<file path="config.mk">
export PLATFORM = sky130hd
export DESIGN_NAME = uart_tx_cfg
export DESIGN_NICKNAME = d
export VERILOG_FILES = /design/src/rtl/uart_tx_cfg.sv
export SDC_FILE = /design/constraint.sdc
export NUM_CORES = 1
export LEC_CHECK = 0
export ABC_AREA = 1
export CAP_MARGIN = 40
export CORE_ASPECT_RATIO = 1.1
export CORE_MARGIN = 2
export CORE_UTILIZATION = 51
export DETAILED_ROUTE_END_ITERATION = 16
export PLACE_DENSITY_LB_ADDON = 0.15
export SLEW_MARGIN = 20
export SYNTH_ARGS = -nofsm -noshare
export SYNTH_HDL_FRONTEND = slang
export SYNTH_SLANG_ARGS = --single-unit
</file>
<file path="constraint.sdc">
create_clock -name clk -period 1.4 [get_ports clk]
set_input_delay 0.28 -clock clk [delete_from_list [all_inputs] [get_ports clk]]
set_output_delay 0.28 -clock clk [all_outputs]
set_load 0.01 [all_outputs]
</file>
<file path="src/rtl/uart_tx_cfg.sv">
`default_nettype none
// ============================================================================
//  Module   : uart_tx_cfg
//  Purpose  : Parameterised UART transmitter. A request is accepted on the
//             edge where start=1 and ready=1. The frame is: one start bit (0),
//             DATA_BITS data bits LSB first, an optional parity bit, then
//             STOP_BITS stop bits (1). Each bit is held for CLK_DIV clk cycles.
//  Ports    : clk   - system clock, rising edge
//             rstn  - synchronous active-low reset
//             start - transmit request, qualified by ready
//             data  - word to send, latched at acceptance
//             tx    - registered serial line, idle high
//             ready - 1 while idle and able to accept a request
//             done  - one-cycle pulse on the edge the frame completes
//  Revision : 1.0 - initial release
// ============================================================================
module uart_tx_cfg #(
    parameter int CLK_DIV   = 1250,
    parameter int DATA_BITS = 8,
    parameter int PARITY    = 0,
    parameter int STOP_BITS = 1
) (
    input  logic                 clk,
    input  logic                 rstn,
    input  logic                 start,
    input  logic [DATA_BITS-1:0] data,
    output logic                 tx,
    output logic                 ready,
    output logic                 done
);

    // Elaboration-time parameter checks
    if (CLK_DIV < 2) begin : g_chk_clk_div
        $error("uart_tx_cfg: CLK_DIV must be >= 2");
    end
    if ((DATA_BITS < 5) || (DATA_BITS > 8)) begin : g_chk_data_bits
        $error("uart_tx_cfg: DATA_BITS must be in 5..8");
    end
    if ((PARITY < 0) || (PARITY > 2)) begin : g_chk_parity
        $error("uart_tx_cfg: PARITY must be 0, 1 or 2");
    end
    if ((STOP_BITS != 1) && (STOP_BITS != 2)) begin : g_chk_stop_bits
        $error("uart_tx_cfg: STOP_BITS must be 1 or 2");
    end

    localparam int               c_CNT_W     = (CLK_DIV > 2) ? $clog2(CLK_DIV) : 1;
    localparam logic [c_CNT_W-1:0] c_BAUD_MAX = c_CNT_W'(CLK_DIV - 1);
    localparam logic [2:0]       c_LAST_DATA = 3'(DATA_BITS - 1);
    localparam logic [2:0]       c_LAST_STOP = 3'(STOP_BITS - 1);

    typedef enum logic [2:0] {
        S_IDLE  = 3'd0,
        S_START = 3'd1,
        S_DATA  = 3'd2,
        S_PAR   = 3'd3,
        S_STOP  = 3'd4
    } state_t;

    state_t               r_state,    w_state_nxt;
    logic [c_CNT_W-1:0]   r_baud_cnt, w_baud_nxt;
    logic [2:0]           r_bit_cnt,  w_bit_nxt;
    logic [DATA_BITS-1:0] r_shift,    w_shift_nxt;
    logic                 r_par,      w_par_nxt;
    logic                 r_tx,       w_tx_nxt;
    logic                 r_ready,    w_ready_nxt;
    logic                 r_done,     w_done_nxt;

    logic                 w_bit_end;
    logic                 w_par_bit;

    assign w_bit_end = (r_baud_cnt == c_BAUD_MAX);
    // Parity is computed from the incoming word so it is ready at acceptance
    assign w_par_bit = (PARITY == 2) ? ~(^data) : (^data);

    always_comb begin
        w_state_nxt = r_state;
        w_baud_nxt  = r_baud_cnt + 1'b1;
        w_bit_nxt   = r_bit_cnt;
        w_shift_nxt = r_shift;
        w_par_nxt   = r_par;
        w_tx_nxt    = r_tx;
        w_ready_nxt = r_ready;
        w_done_nxt  = 1'b0;

        case (r_state)
            S_IDLE: begin
                w_baud_nxt  = '0;
                w_bit_nxt   = '0;
                w_tx_nxt    = 1'b1;
                w_ready_nxt = 1'b1;
                if (start && r_ready) begin
                    w_state_nxt = S_START;
                    w_shift_nxt = data;
                    w_par_nxt   = w_par_bit;
                    w_tx_nxt    = 1'b0;   // start bit goes out on the acceptance edge
                    w_ready_nxt = 1'b0;
                end
            end
            S_START: begin
                if (w_bit_end) begin
                    w_state_nxt = S_DATA;
                    w_baud_nxt  = '0;
                    w_bit_nxt   = '0;
                    w_tx_nxt    = r_shift[0];
                    w_shift_nxt = r_shift >> 1;
                end
            end
            S_DATA: begin
                if (w_bit_end) begin
                    w_baud_nxt = '0;
                    if (r_bit_cnt == c_LAST_DATA) begin
                        w_bit_nxt = '0;
                        if (PARITY != 0) begin
                            w_state_nxt = S_PAR;
                            w_tx_nxt    = r_par;
                        end else begin
                            w_state_nxt = S_STOP;
                            w_tx_nxt    = 1'b1;
                        end
                    end else begin
                        w_bit_nxt   = r_bit_cnt + 3'd1;
                        w_tx_nxt    = r_shift[0];
                        w_shift_nxt = r_shift >> 1;
                    end
                end
            end
            S_PAR: begin
                if (w_bit_end) begin
                    w_state_nxt = S_STOP;
                    w_baud_nxt  = '0;
                    w_bit_nxt   = '0;
                    w_tx_nxt    = 1'b1;
                end
            end
            S_STOP: begin
                if (w_bit_end) begin
                    w_baud_nxt = '0;
                    if (r_bit_cnt == c_LAST_STOP) begin
                        w_state_nxt = S_IDLE;
                        w_bit_nxt   = '0;
                        w_tx_nxt    = 1'b1;
                        w_ready_nxt = 1'b1;
                        w_done_nxt  = 1'b1;
                    end else begin
                        w_bit_nxt = r_bit_cnt + 3'd1;
                    end
                end
            end
            default: begin
                // Unused encodings recover to idle
                w_state_nxt = S_IDLE;
                w_baud_nxt  = '0;
                w_bit_nxt   = '0;
                w_tx_nxt    = 1'b1;
                w_ready_nxt = 1'b1;
            end
        endcase
    end

    always_ff @(posedge clk) begin
        if (!rstn) begin
            r_state    <= S_IDLE;
            r_baud_cnt <= '0;
            r_bit_cnt  <= '0;
            r_shift    <= '0;
            r_par      <= 1'b0;
            r_tx       <= 1'b1;
            r_ready    <= 1'b1;
            r_done     <= 1'b0;
        end else begin
            r_state    <= w_state_nxt;
            r_baud_cnt <= w_baud_nxt;
            r_bit_cnt  <= w_bit_nxt;
            r_shift    <= w_shift_nxt;
            r_par      <= w_par_nxt;
            r_tx       <= w_tx_nxt;
            r_ready    <= w_ready_nxt;
            r_done     <= w_done_nxt;
        end
    end

    assign tx    = r_tx;
    assign ready = r_ready;
    assign done  = r_done;

endmodule
`default_nettype wire

</file>
* Word level (Yosys, flattened, before mapping) *
Cells that the tools add are included.

storage, ports and cells
  register bits after elaboration = 28
  logic and storage cells = 70
  bits of input ports = 11
  output and inout port bits = 3

cells by class
  reductions and logical operators = 14
  add/subtract/negate cells = 2
  equality and inequality tests = 15
  bitwise operators = 3
  mux-type cells = 29

operators by type and width
  kind                                                             count
  3-bit 2-to-1 mux                                                 12
  8-bit 2-to-1 mux                                                 4
  8-bit one-hot mux with 3 select lines                            1
  2-bit != test, second input constant                             8
  3-bit one-hot mux with 5 select lines                            1
  11-bit by 1-bit adder with 11-bit output, second input constant  1
  11-bit == test, second input constant                            1
  5-bit AND reduction                                              2
  3-bit one-hot mux with 3 select lines                            1
  3-bit AND reduction                                              3
  1-bit 2-to-1 mux                                                 8
  7-bit AND reduction                                              1
  3-bit by 2-bit == test with 1-bit output, second input constant  2
  3-bit == test, second input constant                             2
  3-bit logical NOT                                                2
  3-bit OR reduction                                               2
  1-bit one-hot mux with 5 select lines                            1
  4-bit OR reduction                                               1
  3-bit by 1-bit adder with 3-bit output, second input constant    1
  3-bit by 1-bit == test with 1-bit output, second input constant  1
  1-bit inverter                                                   3
  1-bit one-hot mux with 3 select lines                            1
  3-bit nonzero test                                               1
  2-bit by 1-bit != test with 1-bit output, second input constant  1
  2 further kinds                                                  2

* Logic depth before layout (Yosys ltp) *
Gate-level depths: netlist of the first run.

  depth after elaboration = 4
  mapped depth = 10
  gate-level depth less buffers = 10

* Worst setup path before layout of the first run *
No wires, ideal clock.

  path type = register -> register
  from = reg r_bit_cnt[0]
  to = reg r_tx (netlist: tx)
  clock period less this slack = 1.402 ns
  data required time = 1.267 ns
  library setup time = 0.133 ns
  arrival = 1.268 ns
  cell stages (with the launch flop) = 10
  path slack = -0.002 ns
  path buffers = 1
  path through = dfxtp_1 > ha_1 > ha_1 > nand4_1 > nand2_1 > nor2_4 > buf_6 > nand2_1 > nand3_1 > nand3_1

between the ends
  longest elaborated chain between the ends = 4
  elaborated cells on any way between the ends = 7
  those cells by class = 2 x eq/ne; 3 x mux; 2 x reduce/logical

ends and longest elaborated chain
  what                                   RTL line  source
  start: declaration                     61        logic [2:0] r_bit_cnt, w_bit_nxt;
  start signal: assignment               173       r_bit_cnt <= w_bit_nxt;
  3-bit == test                          111       if (r_bit_cnt == c_LAST_DATA) begin
  1-bit 2-to-1 mux                       111
  1-bit 2-to-1 mux                       109       if (w_bit_end) begin
  1-bit one-hot mux with 5 select lines  85        case (r_state)
  end signal: assignment                 176       r_tx <= w_tx_nxt;
  end: declaration                       64        logic r_tx, w_tx_nxt;

Parallel ways exist; a longest one is shown, timed or not. The select of a mux whose other input is x is not followed.
A chain may end at the register's enable or synchronous reset.

* Worst setup path after layout of the first run *
  from = reg r_bit_cnt[1]
  to = reg r_shift[0]

between the ends
  longest elaborated chain between the ends = 3

ends and longest elaborated chain
  what                           RTL line  source
  3-bit == test                  111
  2-bit != test (no line)        n/a
  5-bit AND reduction (no line)  n/a
  end signal: assignment         174       r_shift <= w_shift_nxt;
  end: declaration               62        logic [DATA_BITS-1:0] r_shift, w_shift_nxt;

Every way passes these cells.

==> results.toml, run 1 <==
[critical_path]
worst-r2r-cell-count = 9
path_depth = 9
critPathMaxFanout = 8
critPathCaptureType = "flop"
slowest_delay_ns = 0.37
crit_chain = "ha_4 -> ha_4 -> nand4_1 -> nand2_2 -> nor2_4 -> buf_6 -> nand3_2 -> nand2_1 -> nor2_1"
crit_top_cell = "ha_4"
crit_family = "simple AND/OR/NAND/NOR gates"
start_kind = "flop"
critPathRequiredTime_ns = 1.66
r2r_slack_ns = -0.04
slowest_stage = "dfxtp_2"
path_class = "reg2reg"
crit_buf_inv = 1
arrival_ns = 1.70

[place]
place_area_um2 = 1890
routabilityCongestion = 0.874
portBuffers = 13
dp_hpwl_um = 2500

[routing]
drt_iter0_markers = 93
viasPerCell = 5.34
routed_wl_um = 4300
wl_per_cell_um = 13.6
vias = 1681
ant_nets = 0
drc = 0
drtPass1Iterations = 4

[grt]
antenna_found_initial = 0
grt_pass1_wl_um = 6710
grt_pass1_vias = 1604
track_usage = 0.233
overflow = 0
grt_max_degree = 17

[layout]
insertedDiodeCount = 0
layout-drive-gt1-share = 0.363
syn2layout_area_growth_pct = 46.8
mostFrequentLayoutCell = "nand2_1"
stdcell_area_um2 = 2300
mostFrequentLayoutCells = "nand2_1, buf_4, inv_1"
nNetsFinal = 298

[power]
power.share.switching = 0.436
leakage_nw = 1.02
ir_worst_vdd_mv = 1.32
power_switching_mw = 1.79
p_int_mw = 2.32
pwr-share-clk = 0.135
power_density_nw_per_um2 = 1790
p_comb_frac = 0.596
power.share.sequential = 0.269

[yosys]
synth_top_family_by_area = "simple AND/OR/NAND/NOR gates"
ys_types = 25
synthSimpleGateAreaFrac = 0.430
synth-compound-area-share = 0.0624
yosys_warnings = 0
synthAdderAreaFrac = 0.0400
synth-seq-cells = 28
avgSynthCellArea_um2 = 6.63
synth_xor_area_frac = 0.00560
syn-num-nets = 252
netlist_instances = 236
muxShareOfSynthArea = 0
synth-seq-area-share = 0.358
syn_area_um2 = 1570

[timing]
fin_ws_ns = -0.0428
min_period_ns = 1.44
finalSetupViolCount = 9
max_slew.worst_pin.slew_ns = 0.337
clock.fmax_ghz = 0.693
finalHoldViolations = 0
clock_skew_ns = 0.00498
maxSlewViolCount = 0
rsz0062_at_grt = "yes"
fin_setup_tns_ns = -0.251
slew_headroom = 0.773
fin_crit_sh = 1.03

[floorplan]
die_w_um = 56.8
num_rows = 21
dieArea_um2 = 3530
ios = 14
fp.dieH_um = 62.1
start_util = 0.523
core_um2 = 3000

[run]
cap_viol_max_count = 0

[clocking]
clock_sinks = 28
clock_path_buffers = 2
cts-root-buf = "clkbuf_4"
htree_levels = 1
clk_pin_slew_ns = 0.16
cts_buffers = 3
clkLatencyLatePin_ns = 0.34
cts_tree = "yes"

[outcome]
status = "complete, but fails checks"
violations = "setup timing"

[min_path]
whs_path_depth = 2
hold_path_class = "reg2reg"
## stage by stage
step	total power [mW]	setup slack (ns)	hold slack [ns]	std cells	util
final	4.11	-0.0428	0.473	315	0.767
after floorplan	2.27	0.000825	0.433	236	-
after CTS	3.98	-0.0483	0.479	317	0.738
after global routing	4.39	-0.102	0.486	315	0.767
after global placement	2.72	-0.0722	0.445	301	0.632
after detailed placement	2.74	-0.0718	0.455	301	0.632
## final timing paths
path / to / start
hold reg to reg: r_baud_cnt[9] / r_baud_cnt[9]
setup / recovery: r_shift[0] / r_bit_cnt[1]
hold / removal: r_baud_cnt[9] / r_baud_cnt[9]
setup reg to reg: r_shift[0] / r_bit_cnt[1]
## cells by family (layout without fill, tap and decap cells)
logic type               Yosys count  count (layout)
AO/OA/AOI/OAI                     19              19
AND/OR/NAND/NOR                  146             148
flip-flops                        28              28
adder cells (fa/ha/maj)            5               5
buffers and inverters             37              80
XOR/XNOR                           1               1
## worst reg2reg max path: stages (launching register included)
cell and delay [ns]:
dfxtp_2 0.37, ha_4 0.16, ha_4 0.15, nand4_1 0.08
nand2_2 0.07, nor2_4 0.19, buf_6 0.18, nand3_2 0.06
nand2_1 0.05, nor2_1 0.04
## Yosys cell counts
library cell / instances / share of area
a21oi_1: 15 / 0.048
buf_2: 1 / 0.0032
buf_4: 2 / 0.0096
buf_6: 2 / 0.014
clkbuf_1: 2 / 0.0048
dfxtp_1: 28 / 0.36
ha_1: 5 / 0.040
inv_1: 28 / 0.067
inv_2: 2 / 0.0048
nand2_1: 62 / 0.15
nand2_2: 3 / 0.012
nand2_4: 2 / 0.014
nand3_1: 32 / 0.10
nand3_2: 2 / 0.013
nand4_1: 5 / 0.020
nor2_1: 28 / 0.067
nor2_2: 2 / 0.0080
nor2_4: 1 / 0.0072
nor3_1: 4 / 0.013
nor3_2: 2 / 0.013
nor4_1: 2 / 0.0080
o21ai_0: 2 / 0.0064
o22ai_1: 2 / 0.0080
or2_0: 1 / 0.0040
xor2_1: 1 / 0.0056
## routing by layer
layer	vias up	routed length, µm	track usage
met3	12	128	0.0229
li1	850	-	-
met4	0	95	0.0785
met2	38	2190	0.420
met1	781	1880	0.286
met5	-	0	0
## power by group through the flow
stage / logic [mW] / registers, mW / clock network (mW)
detailed placement: 1.67 / 1.08 / 0
global placement: 1.64 / 1.07 / 0
floorplan: 1.19 / 1.08 / 0
CTS: 2.34 / 1.09 / 0.555
finish: 2.45 / 1.11 / 0.554
global route: 2.68 / 1.13 / 0.588
## state kept, by name, indices dropped and copies added (netlist names)
signal      flops
r_baud_cnt     11
r_shift         8
r_bit_cnt       3
r_state         3
done            1
ready           1
tx              1
## repair_timing
action                     in CTS  in global routing
gates cloned                    4                  0
resized for setup              38                 37
setup endpoints to repair      27                 26
hold buffers                    0                  0
setup buffers                   8                  0
pin swaps                      18                 23
## final cells by class
type / instances / area (µm²)
clock inverters: 1 / 30.0
multi-input cells: 173 / 1110
inverters: 30 / 113
repair buffers: 46 / 402
clock buffers: 3 / 22.5
well taps: 34 / 42.5
fillers: 226 / 698
flip-flops and latches: 28 / 579
No activity file was read; power rests on OpenSTA's default activity.
==> run 2, diff against run 1 <==
- PLACE_DENSITY: not set -> 0.74
- PLACE_DENSITY_LB_ADDON: 0.15 -> not set
==> results.toml, run 2 (synthesis results as in run 1) <==
[critical_path]
critPathRequiredTime_ns = 1.67
slowest_stage = "dfxtp_2"
path_class = "reg2reg"
r2r_slack_ns = -0.11
arrival_ns = 1.78
critPathCaptureType = "flop"
crit_start = "r_bit_cnt[0]"
worst-r2r-cell-count = 9
critPathMaxFanout = 5
reg2reg_from = "r_bit_cnt[0]"
endpoint = "r_shift[7]"
crit_chain = "ha_4 -> ha_4 -> nand4_1 -> nand2_1 -> nor2_4 -> buf_6 -> nand3_1 -> nand2_1 -> nor2_1"
slowest_delay_ns = 0.37
r2r_end = "r_shift[7]"
start_kind = "flop"

[grt]
track_usage = 0.239
grt_max_degree = 17
overflow = 0
grt_pass1_wl_um = 6760
antenna_found_initial = 0
grt_pass1_vias = 1545

[layout]
largestRegisters = "r_baud_cnt: 11 flops, r_shift: 8 flops"
nNetsFinal = 292
largest_reg_flops = 11
syn2layout_area_growth_pct = 41.6
top_register = "r_baud_cnt"
mostFrequentLayoutCells = "nand2_1, inv_1, nor2_1"
stdcell_area_um2 = 2220
mostFrequentLayoutCell = "nand2_1"
layout-drive-gt1-share = 0.331
final_cells = 309
insertedDiodeCount = 0

[timing]
slew_headroom = 0.819
min_period_ns = 1.51
maxSlewViolCount = 0
fin_ws_ns = -0.112
max_slew.worst_pin.slew_ns = 0.270
clock_skew_ns = 0.00357
finalSetupViolCount = 9
fin_crit_sh = 1.08
rsz0062_at_grt = "yes"
clock.fmax_ghz = 0.661
finalHoldViolations = 0

[power]
ir_worst_vdd_mv = 1.65
power_density_nw_per_um2 = 1780
leakage_nw = 0.986

[clocking]
clkLatencyLatePin_ns = 0.35
cts_tree = "yes"
cts-root-buf = "clkbuf_4"
cts_buffers = 3
clock_sinks = 28
clock_path_buffers = 2
htree_levels = 1
clk_pin_slew_ns = 0.16

[floorplan]
num_rows = 21
ios = 14
dieArea_um2 = 3530
core_um2 = 3000
die_w_um = 56.8
fp.dieH_um = 62.1
start_util = 0.523

[routing]
vias = 1664
drt_iter0_markers = 141
drc = 0
drtPass1Iterations = 7
wl_per_cell_um = 13.4
ant_nets = 0
viasPerCell = 5.39
routed_wl_um = 4140

[min_path]
hold_path_class = "reg2reg"
hold_start = "r_baud_cnt[9]"

[place]
dp_hpwl_um = 2530
dp.cells = 302
routabilityCongestion = 0.886
place_area_um2 = 1900
portBuffers = 13

[outcome]
violations = "setup timing"
status = "complete, but fails checks"

[run]
cap_viol_max_count = 0
-- run 2: cell count changes in the layout (fill, tap and decap cells not counted), sizes merged --
cell   previous run  this run
nand3            35        34
nand2            68        67
buf              33        29
-- run 2: where the power goes --
group	total, mW	leakage [nW]	internal [mW]	switching (mW)
clock network	0.551	0.0279	0.290	0.261
registers	1.10	0.233	0.966	0.137
logic	2.28	0.726	0.974	1.31
-- run 2: cell type report --
class                           instances  area (µm²)
Fill cell                             201         778
Clock inverter                          1        30.0
Inverter                               30         113
Clock buffer                            3        22.5
Multi-Input combinational cell        171        1060
Sequential cell                        28         573
Tap cell                               34        42.5
Timing Repair Buffer                   42         372
-- run 2: metrics by stage --
step           utilization  worst slack (ns)  power [mW]  TNS, ns  hold slack, ns
2_1_floorplan            -          0.000825        2.27        0           0.433
3_3_place_gp         0.635           -0.0842        2.71   -0.745           0.447
3_5_place_dp         0.635           -0.0975        2.74    -1.59           0.457
4_1_cts              0.721            -0.113        3.86   -0.714           0.478
5_1_grt              0.740            -0.150        4.22    -1.45           0.505
6_report             0.740            -0.112        3.94   -0.694           0.469
-- run 2: worst min-delay path by stage --
stage               endpoint  slack, ns  depth (start not counted)
2_1_floorplan  r_baud_cnt[0]       0.43                          1
3_3_place_gp   r_baud_cnt[9]       0.45                          2
3_5_place_dp   r_baud_cnt[7]       0.46                          2
4_1_cts        r_baud_cnt[9]       0.48                          2
5_1_grt        r_baud_cnt[9]       0.51                          2
6_report       r_baud_cnt[9]       0.47                          2
-- run 2: worst max-delay path: cells and delay by family, from the launching register on --
kind / cells / cell delay [ns]
adder cells (fa/ha/maj): 2 / 0.31
AND/OR/NAND/NOR: 6 / 0.59
buffers and inverters: 1 / 0.16
flip-flops: 1 / 0.37
-- run 2: repair_timing --
action	CTS	global route
setup endpoints to repair	29	22
resized for setup	32	35
hold buffers	0	0
buffers inserted	3	1
pin swaps	19	18
cloned	2	0
-- run 2: layer usage --
metal,part of all wire,vias to the layer above,track usage
li1,-,840,-
met1,0.42,750,0.302
met2,0.52,58,0.420
met3,0.047,16,0.0229
met4,0.019,0,0.0843
met5,0,-,0
